==> src/rtl/say_arbiter_pkg.sv <==
// rtl/say_arbiter_pkg.sv - shared widths, message type and grant helper for the say arbiter
package say_arbiter_pkg;

    localparam int SAY_METH_W = 6;
    localparam int SAY_V_W    = 4;
    localparam int SAY_MSG_W  = 10;
    localparam int CNT_W      = 16;

    typedef struct packed {
        logic [SAY_METH_W-1:0] meth;
        logic [SAY_V_W-1:0]    v;
    } say_msg_t;

    // Winning port index; on a tie the port that did not win last time goes first.
    function automatic logic pick_src(input logic full0, input logic full1, input logic last);
        return (full0 && full1) ? ~last : full1;
    endfunction

endpackage

==> src/rtl/say_fifo1.sv <==
// rtl/say_fifo1.sv - one-entry say buffer; enq only when empty, deq only when full
module say_fifo1
    import say_arbiter_pkg::*;
(
    input  logic     clk_i,
    input  logic     rst_ni,
    input  logic     enq_ena_i,
    input  say_msg_t enq_msg_i,
    output logic     enq_rdy_o,
    input  logic     deq_ena_i,
    output logic     deq_rdy_o,
    output say_msg_t first_o
);

    logic     full_q, full_d;
    say_msg_t data_q, data_d;

    assign enq_rdy_o = ~full_q;
    assign deq_rdy_o = full_q;
    assign first_o   = data_q;

    // Enq and deq are mutually exclusive by the full flag, so no bypass path exists.
    always_comb begin
        full_d = full_q;
        data_d = data_q;
        if (enq_ena_i && !full_q) begin
            full_d = 1'b1;
            data_d = enq_msg_i;
        end else if (deq_ena_i && full_q) begin
            full_d = 1'b0;
        end
    end

    always_ff @(posedge clk_i or negedge rst_ni) begin
        if (!rst_ni) begin
            full_q <= 1'b0;
            data_q <= '0;
        end else begin
            full_q <= full_d;
            data_q <= data_d;
        end
    end

endmodule

==> src/rtl/say_arbiter.sv <==
// rtl/say_arbiter.sv - two-requester round-robin arbiter onto one heard indication path
module say_arbiter
    import say_arbiter_pkg::*;
#(
    parameter bit LAST_INIT = 1'b1
) (
    input  logic                  CLK,
    input  logic                  nRST,
    input  logic                  req0_say__ENA,
    input  logic [SAY_METH_W-1:0] req0_say_meth,
    input  logic [SAY_V_W-1:0]    req0_say_v,
    output logic                  req0_say__RDY,
    input  logic                  req1_say__ENA,
    input  logic [SAY_METH_W-1:0] req1_say_meth,
    input  logic [SAY_V_W-1:0]    req1_say_v,
    output logic                  req1_say__RDY,
    output logic                  ind_heard__ENA,
    output logic [SAY_METH_W-1:0] ind_heard_meth,
    output logic [SAY_V_W-1:0]    ind_heard_v,
    output logic                  ind_heard_src,
    input  logic                  ind_heard__RDY,
    output logic [CNT_W-1:0]      count0,
    output logic [CNT_W-1:0]      count1
);

    logic             full0, full1;
    logic             deq0, deq1;
    say_msg_t         first0, first1;
    say_msg_t         grant_msg;
    logic             has_grant, grant_src, deliver;
    logic             last_q, last_d;
    logic [CNT_W-1:0] cnt0_q, cnt0_d, cnt1_q, cnt1_d;

    say_fifo1 u_fifo0 (
        .clk_i     (CLK),
        .rst_ni    (nRST),
        .enq_ena_i (req0_say__ENA),
        .enq_msg_i ({req0_say_meth, req0_say_v}),
        .enq_rdy_o (req0_say__RDY),
        .deq_ena_i (deq0),
        .deq_rdy_o (full0),
        .first_o   (first0)
    );

    say_fifo1 u_fifo1 (
        .clk_i     (CLK),
        .rst_ni    (nRST),
        .enq_ena_i (req1_say__ENA),
        .enq_msg_i ({req1_say_meth, req1_say_v}),
        .enq_rdy_o (req1_say__RDY),
        .deq_ena_i (deq1),
        .deq_rdy_o (full1),
        .first_o   (first1)
    );

    assign has_grant = full0 | full1;
    assign grant_src = pick_src(full0, full1, last_q);
    assign deliver   = has_grant & ind_heard__RDY;
    assign deq0      = deliver & ~grant_src;
    assign deq1      = deliver & grant_src;

    // Data path shows the granted entry even while the consumer stalls; zero when idle.
    always_comb begin
        grant_msg = '0;
        if (has_grant) begin
            grant_msg = grant_src ? first1 : first0;
        end
    end

    assign ind_heard__ENA = deliver;
    assign ind_heard_meth = grant_msg.meth;
    assign ind_heard_v    = grant_msg.v;
    assign ind_heard_src  = has_grant & grant_src;
    assign count0         = cnt0_q;
    assign count1         = cnt1_q;

    always_comb begin
        last_d = last_q;
        cnt0_d = cnt0_q;
        cnt1_d = cnt1_q;
        if (deliver) begin
            last_d = grant_src;
            if (grant_src) begin
                cnt1_d = cnt1_q + 1'b1;
            end else begin
                cnt0_d = cnt0_q + 1'b1;
            end
        end
    end

    always_ff @(posedge CLK or negedge nRST) begin
        if (!nRST) begin
            last_q <= LAST_INIT;
            cnt0_q <= '0;
            cnt1_q <= '0;
        end else if (deliver) begin
            last_q <= last_d;
            cnt0_q <= cnt0_d;
            cnt1_q <= cnt1_d;
        end
    end

endmodule

==> config.mk <==
export PLATFORM = sky130hd
export DESIGN_NAME = say_arbiter
export DESIGN_NICKNAME = d
export VERILOG_FILES = /design/src/rtl/say_arbiter_pkg.sv /design/src/rtl/say_fifo1.sv /design/src/rtl/say_arbiter.sv
export SDC_FILE = /design/constraint.sdc
export NUM_CORES = 1
export LEC_CHECK = 0
export CAP_MARGIN = 30
export CORE_ASPECT_RATIO = 1.4
export CORE_MARGIN = 10
export CORE_UTILIZATION = 54
export CTS_BUF_LIST = sky130_fd_sc_hd__clkbuf_4 sky130_fd_sc_hd__clkbuf_8
export DETAILED_ROUTE_END_ITERATION = 10
export PLACE_DENSITY = 0.88
export SLEW_MARGIN = 20
export SYNTH_ARGS = -nofsm -noshare
export SYNTH_HDL_FRONTEND = slang
export SYNTH_HIERARCHICAL = 1
export SYNTH_SLANG_ARGS = --single-unit
==> constraint.sdc <==
create_clock -name CLK -period 2.6 [get_ports CLK]
set_input_delay 0.39 -clock CLK [delete_from_list [all_inputs] [get_ports CLK]]
set_output_delay 0.39 -clock CLK [all_outputs]
set_load 0.01 [all_outputs]
## Yosys cells after proc, flatten, opt, wreduce, memory -nomap -nowiden

Index checks and enable logic that the tools add are counted.

| storage, ports and cells | value |
|---|---|
| bits in registers | 55 |
| input bits | 25 |

| cells by class | value |
|---|---|
| add/subtract/negate cells | 2 |
| multiplexer cells | 7 |
| bitwise gates (word level) | 9 |
| reductions and logical operators | 11 |

Operators by type and width:

| operator | count |
|---|---|
| 16-bit by 1-bit adder with 16-bit output, second input constant | 2 |
| 10-bit 2-to-1 mux | 2 |
| 1-bit logical AND | 5 |
| 1-bit 2-to-1 mux | 5 |
| 1-bit bitwise AND | 4 |
| 1-bit inverter | 4 |
| 2-bit AND reduction | 2 |
| 2-bit nonzero test | 2 |
| 1-bit logical NOT | 2 |
| 1-bit bitwise OR | 1 |

## Longest topological paths before layout

| depth | value |
|---|---|
| word-level depth | 7 |
| gate-level depth with buffers | 6 |

## Modules after synthesis

The synthesis kept the hierarchy.

By module, submodules not included:

| module | instances | cells an instance | area each (um^2) | seq. area each (um^2) |
|---|---|---|---|---|
| say_arbiter | 1 | 168 | 1,662.8 | 827.0 |
| say_fifo1 | 2 | 25 | 466.7 | 275.3 |

## Least setup slack after synthesis

No wires, ideal clock.

| timing path | value |
|---|---|
| path type | register to output |
| from | register u_fifo0.full_q, in the netlist u_fifo0/deq_rdy_o |
| to | output port ind_heard_meth[0] |
| arrival | 1.338 ns |
| data required time | 2.210 ns |
| slack | 0.872 ns |
| stages on the path, launching flop included | 6 |
| path buffers | 1 |
| cells stage by stage | dfrtp_1 -> a21bo_4 -> inv_1 -> clkbuf_1 -> nand2_1 -> o21ai_0 |

| between the ends | value |
|---|---|
| cells in the longest elaborated chain, start to end | 4 |
| elaborated cells between the ends (all ways) | 5 |

Ends and longest elaborated chain:

| element | line | RTL |
|---|---|---|
| start, declared | say_fifo1.sv:15 | `logic full_q, full_d;` |
| start signal, assigned | say_fifo1.sv:39 | `full_q <= full_d;` |
| 1-bit logical AND | say_arbiter_pkg.sv:16 | `return (full0 && full1) ? ~last : full1;` |
| 1-bit 2-to-1 mux | say_arbiter_pkg.sv:16 |  |
| 10-bit 2-to-1 mux | say_arbiter.sv:66 | `grant_msg = grant_src ? first1 : first0;` |
| 10-bit 2-to-1 mux * | say_arbiter.sv:65 | `if (has_grant) begin` |
| end, declared | say_arbiter.sv:18 | `output logic [SAY_METH_W-1:0] ind_heard_meth,` |

Every way passes the cells marked *; elsewhere a longest branch is shown, timed or not.

## Final worst setup path

| timing path | value |
|---|---|
| from | register last_q |
| to | output port ind_heard_meth[5] |

| between the ends | value |
|---|---|
| cells in the longest elaborated chain, start to end | 4 |

Ends and longest elaborated chain:

| element | line | RTL |
|---|---|---|
| start, declared | say_arbiter.sv:31 | `logic last_q, last_d;` |
| start signal, assigned | say_arbiter.sv:97 | `last_q <= last_d;` |
| 1-bit inverter | say_arbiter_pkg.sv:16 |  |
| 1-bit 2-to-1 mux | say_arbiter_pkg.sv:16 |  |
| 10-bit 2-to-1 mux | say_arbiter.sv:66 |  |
| 10-bit 2-to-1 mux | say_arbiter.sv:65 |  |

No other way between the ends.

==> flow_metrics.env <==
export IMPL_diodes=0
export IMPL_synth_area_top_cells="dfrtp_1 (52%), mux2_4 (10%), xnor2_1 (5.7%)"
export IMPL_wire_per_inst_um=16.7
export IMPL_grt_use_total_pct=14.9
export IMPL_cts_root_buf="clkbuf_8"
export IMPL_initial_utilization_pct=56.3
export IMPL_setup_viol=0
export IMPL_path_clk_slew_ns=0.10
export IMPL_vias_per_cell=5.19
export IMPL_place_ws_ns=0.411
export IMPL_max_freq_mhz=403
export IMPL_ant_nets=0
export IMPL_netlist_area_mm2=0.00260
export IMPL_drt_pass1_iterations=4
export IMPL_cts_buffer_depth=2
export IMPL_crit_slowest_cell="clkdlybuf4s50_1"
export IMPL_worstSkewPairLatency_ns=0.30
export IMPL_nets=319
export IMPL_gp_congestion=0.779
export IMPL_finalCriticalPeriod_ns=2.48
export IMPL_grt_pass1_wl_um=9490
export IMPL_status="finished, final reports clean"
export IMPL_first_iter_violations=74
export IMPL_finalCritPeriodShare_pct=95.5
export IMPL_overflow=0
export IMPL_synth_top_area_cell="dfrtp_1"
export IMPL_worstMarginPinSlew_ns=0.525
export IMPL_port_buffers=70
export IMPL_total_leakage_power_nw=1.58
export IMPL_syn_num_nets=245
export IMPL_cp_end_kind="primary output"
export IMPL_cp_max_fo=23
export IMPL_cts_buffers=5
export IMPL_critical_path_class="register to primary output"
export IMPL_p_per_area_mw_per_mm2=1060
export IMPL_ctsHoldBuffers=0
export IMPL_die_x_um=78.6
export IMPL_clock_sinks=55
export IMPL_setup_slack_ns=0.117
export IMPL_routed_wl_um=5940
export IMPL_synth_warnings=6
export IMPL_drc=0
export IMPL_antenna_found_initial=0
export IMPL_die_h_um=102
export IMPL_vias=1841
export IMPL_synthDistinctLibCells=33
export IMPL_slew_headroom_pct=64.9
export IMPL_final_common_cell="clkdlybuf4s50_1"
export IMPL_grt_max_degree=36
export IMPL_cts_max_level=2
export IMPL_cp_arrival_ns=2.09
export IMPL_skew_ns=0.00724
export IMPL_pin_count=71
export IMPL_rsz0062_at_grt="no"
export IMPL_ir_worst_vdd_mv=0.899
export IMPL_drv_cap=0
export IMPL_avgSynthCellArea_um2=11.9
export IMPL_hold_class="input pin to async pin"
export IMPL_setup_tns_final_ns=0
export IMPL_cts_tree="yes"
export IMPL_synth_seq_area_share_pct=53.1
export IMPL_die_area_mm2=0.00802
export IMPL_cp_required_ns=2.21
export IMPL_grt_pass1_vias=2010
export IMPL_mostFrequentLayoutCells="clkdlybuf4s50_1 (68), dfrtp_1 (53), nand2_1 (29)"
export IMPL_ys_seq_elements=55
export IMPL_path_cells="a21bo_4 -> inv_1 -> buf_4 -> o21ai_0 -> clkdlybuf4s50_1"
export IMPL_synth_top_area_share_pct=52.0
export IMPL_hold_viol=0
export IMPL_core_region_area_mm2=0.00461
export IMPL_slowest_delay_ns=0.61
export IMPL_cts_resized=0
export IMPL_num_rows=29
export IMPL_areaGrowthSynthToFinish_pct=34.0
export IMPL_cts_setup_buffers=0
export IMPL_crit_path_start_kind="register"
export IMPL_syn_instance_count=218
export IMPL_report_final_slew_viol_count=0
export IMPL_num_fill_cells=319
export IMPL_layout_drive_gt1_share_pct=14.7
export IMPL_hpwl_um=4630
[worst max-delay path: cells and delay by family, from the launching register on]
kind                   cells  cell delay [ns]
DFF                        1             0.58
AOI/OAI and AO/OA          2             0.37
buffers and inverters      3             0.84
[cells by family (layout without fill, tap and decap cells)]
logic type	Yosys count	in the layout	share of synthesized area [%]
xor gates and xnor gates	30	30	10.1
buffers and inverters	17	92	3.81
DFF	55	55	53.1
muxes	22	22	12.1
adders and majority gates	2	2	0.964
and+or+nand+nor	76	76	16.1
AOI/OAI and AO/OA	16	16	3.81
[power by group]
part / internal [mW] / switching [mW] / leakage [nW]
Sequential: 1.14 / 0.266 / 0.673
Combinational: 0.917 / 0.700 / 0.842
Clock: 0.395 / 0.270 / 0.0688
Total: 2.45 / 1.24 / 1.58
[worst paths after layout]
kind | from | to | slack, ns | cells past startpoint
worst min register to register | count1[15] | count1[15] | 0.49 | 1
worst max register to register | u_fifo1/deq_rdy_o | count1[15] | 0.94 | 4
max in group asynchronous | nRST | last_q | 2.15 | 2
worst min-delay path | nRST | u_fifo0/first_o[6] | 0.04 | 2
worst max-delay path | last_q | ind_heard_meth[5] | 0.12 | 5
min in group CLK | count1[15] | count1[15] | 0.49 | 1
[flip-flops by register name, summed over array words and instances, names as in the netlist]
signal / cells
u_fifo0/first_o: 10
count0: 16
last_q: 1
u_fifo1/first_o: 10
count1: 16
u_fifo0/deq_rdy_o: 1
u_fifo1/deq_rdy_o: 1
[cells in the mapped netlist (all sizes together)]
library cell and n:
nand3 8, xor2 13, and4 1, buf 3
nor2 5, nor3 8, clkbuf 4, o21ai 10
mux2 22, inv 10, and3 6, or3 1
or3b 1, nor4 4, dfrtp 54, xnor2 17
o21bai 2, nand4 8, o21a 1, dfstp 1
ha 2, a21bo 1, and2 1, nand4b 1
a21oi 2, nor2b 3, nand2 29
[cell type report]
cell class | instances | area, µm² | area share [%]
repair buffers | 74 | 728 | 20.9
clock buffers | 6 | 76.3 | 2.19
clock inverters | 2 | 60.1 | 1.73
inverters | 10 | 37.5 | 1.08
well taps | 62 | 77.6 | 2.23
multi-input cells | 146 | 1120 | 32.2
flip-flops and latches | 55 | 1380 | 39.6
[routing by layer]
metal / vias to the layer above / track usage, % / wire length (µm)
met2: 59 / 26.8 / 3100
met4: 0 / 5.39 / 104
met3: 10 / 7.64 / 555
met1: 889 / 14.1 / 2180
li1: 883 / - / -
met5: - / 0 / 0
[per-stage QoR]
stage | hold WS, ns | area, µm² | total power, mW | util (%) | instances
after floorplan | 0.0944 | 2600 | 2.27 | - | 218
after CTS | 0.0434 | 3470 | 3.72 | 75.4 | 355
after detailed placement | 0.379 | 3340 | 3.04 | 72.4 | 347
after global routing | 0.0583 | 3480 | 3.90 | 75.5 | 355
final | 0.0444 | 3480 | 3.69 | 75.5 | 355
after global placement | 0.377 | 3340 | 2.99 | 72.4 | 347
Power figures use the tool's default switching activity.
